## src/rtl/clock_time_controller.sv

```systemverilog
// 12-hour HH:MM:SS clock controller: one-second prescaler, time registers with AM/PM,
// and a two-button set-time mode with a blink phase for the display.
module clock_time_controller #(
    parameter int TICK_DIV = 100
) (
    input  logic       clk,
    input  logic       reset,
    input  logic       btn_mode,
    input  logic       btn_inc,
    output logic [5:0] seconds,
    output logic [5:0] minutes,
    output logic [3:0] hours,
    output logic       pm,
    output logic [1:0] mode,
    output logic       blink,
    output logic       sec_tick
);

    localparam int PW = (TICK_DIV > 2) ? $clog2(TICK_DIV) : 1;
    localparam logic [PW-1:0] PRE_LAST = PW'(TICK_DIV - 1);

    typedef enum logic [1:0] {
        RUN     = 2'd0,
        SET_HR  = 2'd1,
        SET_MIN = 2'd2
    } mode_e;

    mode_e         mode_q, mode_d;
    logic [PW-1:0] pre_q, pre_d;
    logic [5:0]    sec_q, sec_d;
    logic [5:0]    min_q, min_d;
    logic [3:0]    hr_q, hr_d;
    logic          pm_q, pm_d;
    logic          blink_q, blink_d;
    logic          btn_mode_q, btn_inc_q;

    logic          mode_press, inc_press, pre_wrap, tick;
    logic [3:0]    hr_adv;
    logic          pm_adv;

    assign mode_press = btn_mode & ~btn_mode_q;
    assign inc_press  = btn_inc & ~btn_inc_q;
    assign pre_wrap   = (pre_q == PRE_LAST);
    assign tick       = (mode_q == RUN) & pre_wrap;

    // Shared hour step used by both the running carry and the SET_HR button.
    always_comb begin
        hr_adv = hr_q + 4'd1;
        pm_adv = pm_q;
        if (hr_q == 4'd11) begin
            pm_adv = ~pm_q;
        end else if (hr_q == 4'd12) begin
            hr_adv = 4'd1;
        end
    end

    always_comb begin
        mode_d  = mode_q;
        sec_d   = sec_q;
        min_d   = min_q;
        hr_d    = hr_q;
        pm_d    = pm_q;
        blink_d = blink_q;
        pre_d   = pre_wrap ? '0 : pre_q + 1'b1;

        if (tick) begin
            if (sec_q == 6'd59) begin
                sec_d = 6'd0;
                if (min_q == 6'd59) begin
                    min_d = 6'd0;
                    hr_d  = hr_adv;
                    pm_d  = pm_adv;
                end else begin
                    min_d = min_q + 6'd1;
                end
            end else begin
                sec_d = sec_q + 6'd1;
            end
        end

        // A mode press always wins over a same-cycle increment press.
        case (mode_q)
            RUN: begin
                if (mode_press) mode_d = SET_HR;
            end
            SET_HR: begin
                if (mode_press) begin
                    mode_d = SET_MIN;
                end else if (inc_press) begin
                    hr_d = hr_adv;
                    pm_d = pm_adv;
                end
            end
            SET_MIN: begin
                if (mode_press) begin
                    mode_d = RUN;
                    sec_d  = 6'd0;
                end else if (inc_press) begin
                    min_d = (min_q == 6'd59) ? 6'd0 : min_q + 6'd1;
                end
            end
            default: mode_d = RUN;
        endcase

        // Restarting the prescaler on a transition gives a full period before the next wrap.
        if (mode_press) begin
            pre_d   = '0;
            blink_d = 1'b0;
        end else if (mode_q == RUN) begin
            blink_d = 1'b0;
        end else if (pre_wrap) begin
            blink_d = ~blink_q;
        end
    end

    always_ff @(posedge clk or posedge reset) begin
        if (reset) begin
            mode_q     <= RUN;
            pre_q      <= '0;
            sec_q      <= 6'd0;
            min_q      <= 6'd0;
            hr_q       <= 4'd12;
            pm_q       <= 1'b0;
            blink_q    <= 1'b0;
            btn_mode_q <= 1'b0;
            btn_inc_q  <= 1'b0;
        end else begin
            mode_q     <= mode_d;
            pre_q      <= pre_d;
            sec_q      <= sec_d;
            min_q      <= min_d;
            hr_q       <= hr_d;
            pm_q       <= pm_d;
            blink_q    <= blink_d;
            btn_mode_q <= btn_mode;
            btn_inc_q  <= btn_inc;
        end
    end

    assign seconds  = sec_q;
    assign minutes  = min_q;
    assign hours    = hr_q;
    assign pm       = pm_q;
    assign mode     = mode_q;
    assign blink    = blink_q;
    assign sec_tick = tick;

endmodule

```

## config.mk

```make
export PLATFORM = sky130hd
export DESIGN_NAME = clock_time_controller
export DESIGN_NICKNAME = d
export VERILOG_FILES = /design/src/rtl/clock_time_controller.sv
export SDC_FILE = /design/constraint.sdc
export NUM_CORES = 1
export LEC_CHECK = 0
export ABC_AREA = 1
export ABC_CLOCK_PERIOD_IN_PS = 1900
export BUFFER_PORTS_ARGS = -buffer_cell sky130_fd_sc_hd__buf_2
export CAP_MARGIN = 30
export CORE_MARGIN = 1.5
export CORE_UTILIZATION = 40
export CTS_BUF_LIST = sky130_fd_sc_hd__clkbuf_8
export CTS_CLUSTER_DIAMETER = 50
export DETAILED_ROUTE_END_ITERATION = 8
export PLACE_DENSITY = 0.68
export SETUP_SLACK_MARGIN = 0.1
export SYNTH_ARGS = -nofsm -noshare
export SYNTH_HDL_FRONTEND = slang
export SYNTH_SLANG_ARGS = --single-unit
export TNS_END_PERCENT = 100
```

## constraint.sdc

```tcl
create_clock -name clk -period 1.9 [get_ports clk]
set_clock_uncertainty 0.2 [all_clocks]
set_input_delay 0 -clock clk [delete_from_list [all_inputs] [get_ports clk]]
set_output_delay 0 -clock clk [all_outputs]
set_load 0.02 [all_outputs]
```

==> flow_summary.yaml <==
status:
  status: "finished, final reports clean"
worst_setup_path:
  critPathCaptureType: "flop"
  cp_common_cell: "nand2_4"
  crit_chain: "ha_4 > nand2_2 > inv_2 > nand3_4 > nor2_8 > nand2_4 > nand2_4 > inv_4 > nand2_1 > o21ai_2"
  worst-setup-path-type: "reg2reg"
  critical_path.max_stage_delay_ns: 0.44
  worst_setup_path_start_kind: "flop"
  slowest_stage: "dfrtp_1"
  arrival_ns: 1.71
  critPathMaxFanout: 8
  required_ns: 1.87
cells_and_area:
  ff_latch_area_um2: 728.2
  nFillCells: 373
  stdcell_count: 282
  syn_to_final_growth_pct: 27.64
  antenna_cells: 0
  final_common_cell: "nand2_1"
  fin_nets: 242
  mostFrequentLayoutCells: "nand2_1 (38), inv_1 (31), dfrtp_1 (27)"
  drive_gt1_share_pct: 29.49
  multi_input_area_um2: 759.5
  fin_area_um2: 1993
sta:
  hold_viol: 0
  min_period_over_period_pct: 91.24
  fin_setup_tns_ns: 0
  worstMarginPinSlew_ns: 0.3703
  rsz0062_at_grt: "no"
  fmax_ghz: 0.5768
  fin_crit_ns: 1.734
  slew-limit-headroom_pct: 75.31
  setup_viol: 0
  drv_slew: 0
clock_tree:
  htree_levels: 2
  clk_latency_ns: 0.29
  cts_root_buf: "clkbuf_8"
  tritoncts: "yes"
  numCtsBuffers: 5
  max-clock-path-buffers: 2
  clkTransAtPathRegs_ns: 0.07
  cts_sinks: 29
global_routing:
  globalRouteTotalUtil_pct: 16.25
  grt-ovfl-total: 0
  antenna_found_initial: 0
  grt_max_degree: 30
  grt_pass1_wl_um: 5292
  grt_pass1_vias: 1226
synthesis:
  netlist_area_um2: 1561
  synthSimpleGateAreaFrac_pct: 28.37
  synth_warnings: 0
  synth_compound_area_share_pct: 8.814
  synth-edff-count: 0
  synthMuxAreaShare_pct: 0
  yosysSeqAreaShare_pct: 46.63
  async_flop_share_pct: 100.0
  synth_top_family_by_area: "simple AND/OR/NAND/NOR gates"
  ys_types: 26
  syn_inst: 186
  synth.avg_cell_area_um2: 8.395
  synth_top_flop_cell: "dfrtp_1"
  synthAdderAreaFrac_pct: 4.006
  synth-seq-cells: 29
  synth_area_leaders: "dfrtp_1 (43%), nand2_1 (9.6%), inv_1 (7.2%)"
  synth_top_area_share_pct: 43.27
  synth_area_leader_cell: "dfrtp_1"
  synthXorXnorAreaFrac_pct: 4.487
  synth_fp_nets: 195
die:
  fp.dieW_um: 65.48
  dieArea_um2: 4288
  start_util_pct: 42.02
  dieHeight_um: 65.48
  std_cell_rows: 22
  core_region_area_um2: 3716
  ios: 25
pwr:
  powerDensity_nw_per_um2: 1087
  leakagePower_uw: 0.001042
  irDropWorstVdd_v: 0.0005123
route:
  vias: 1312
  drt_first_pass_iters: 4
  routedWlPerCell_um: 11.05
  drtIter0Drc: 66
  drc: 0
  via_per_inst: 4.652
  postRouteAntennaNets: 0
  drt_wl_total_um: 3117
placement:
  finalWeightedCongestion: 0.7525
  dpl_cell_area_um2: 1764
  hpwl_um: 2108
  placed_cells: 261
  port_buffers: 24
min_path:
  hp-class: "in2async"
flow_run:
  cap_violations: 0
==> critical path, delay by kind of cell, from the launching register on <==
kind | cells | cell delay [ns]
buf+inv | 2 | 0.11
compound gates | 1 | 0.05
simple gates | 6 | 0.64
fa+ha+maj | 1 | 0.18
flops | 1 | 0.44
==> flip-flops by register name, indices dropped and copies added, names as in the netlist <==
register / cells
pre_q: 7
minutes: 6
seconds: 6
hours: 4
mode: 2
blink: 1
btn_inc_q: 1
btn_mode_q: 1
pm: 1
==> cell usage after synthesis, types with 2 or more instances <==
cell      count
dfstp_2       2
o21ai_1       5
nand3_1      13
nor4_1        2
a21oi_1       8
xor2_1        3
o21bai_1      2
nor2_2        3
o21ai_0       5
nor2_1       16
dfrtp_1      27
inv_1        30
xnor2_1       5
ha_1          5
inv_2         2
o21ai_2       2
nand2_1      40
nand2_4       5
nor3_1        4
==> layer usage <==
layer  part of all wire (%)  vias to the layer above  track usage (%)  wire [um]
li1                       -                      678                -          -
met1                     46                      600            19.89       1429
met2                     48                       27            26.15       1485
met3                    4.6                        7            5.308        142
met4                    1.9                        0            7.031         59
met5                      0                        -                0          0
==> kinds of logic after synthesis <==
group                    after synthesis
XOR/XNOR                               8
adder cells (fa/ha/maj)                5
AO/OA/AOI/OAI                         24
buffers and inverters                 32
AND/OR/NAND/NOR                       88
flip-flops                            29
==> repair_timing <==
action                                 in CTS  in global routing
setup buffers                               0                  9
hold buffers                                3                  0
gates resized for setup                     0                 10
setup endpoints to repair                   0                 15
endpoints found under the hold margin      32                  0
==> power breakdown <==
group	internal (uW)	total, uW	leakage [uW]	switching [uW]
Combinational	313	788	0.000620	475
Clock	248	496	0.0000491	248
Sequential	759	884	0.000372	126
==> metrics by stage <==
stage	utilization [%]	hold WS (ns)	total power, uW	setup slack (ns)
4_1_cts	50.51	0.1324	2076	0.1137
2_1_floorplan	-	-0.1686	1372	0.1262
5_1_grt	53.64	0.1636	2337	0.05708
3_5_place_dp	47.47	-0.1053	1568	0.1493
6_report	53.64	0.1165	2167	0.1664
3_3_place_gp	47.47	-0.1046	1565	0.2075
==> path summary, 6_finish.rpt <==
path                               startpoint                   end  slack (ns)  cells after the start
max in group asynchronous               reset    hours[3]$_DFF_PP1_        1.07                      4
setup / recovery           pre_q[0]$_DFF_PP0_  minutes[2]$_DFF_PP0_        0.17                     10
hold reg to reg            pre_q[6]$_DFF_PP0_    pre_q[6]$_DFF_PP0_        0.28                      1
setup reg to reg           pre_q[0]$_DFF_PP0_  minutes[2]$_DFF_PP0_        0.17                     10
hold / removal                          reset  seconds[3]$_DFF_PP0_        0.12                      4
min in group clk                     btn_mode  btn_mode_q$_DFF_PP0_        0.16                      2
==> cell type report <==
class                   count  share of cell area [%]
inverters                  32                   6.152
well taps                  48                   3.013
clock inverters             3                  0.6905
multi-input cells         126                   38.10
repair buffers             39                   12.05
clock buffers               5                   3.453
flip-flops and latches     29                   36.53
(Power assumes the default switching activity.)
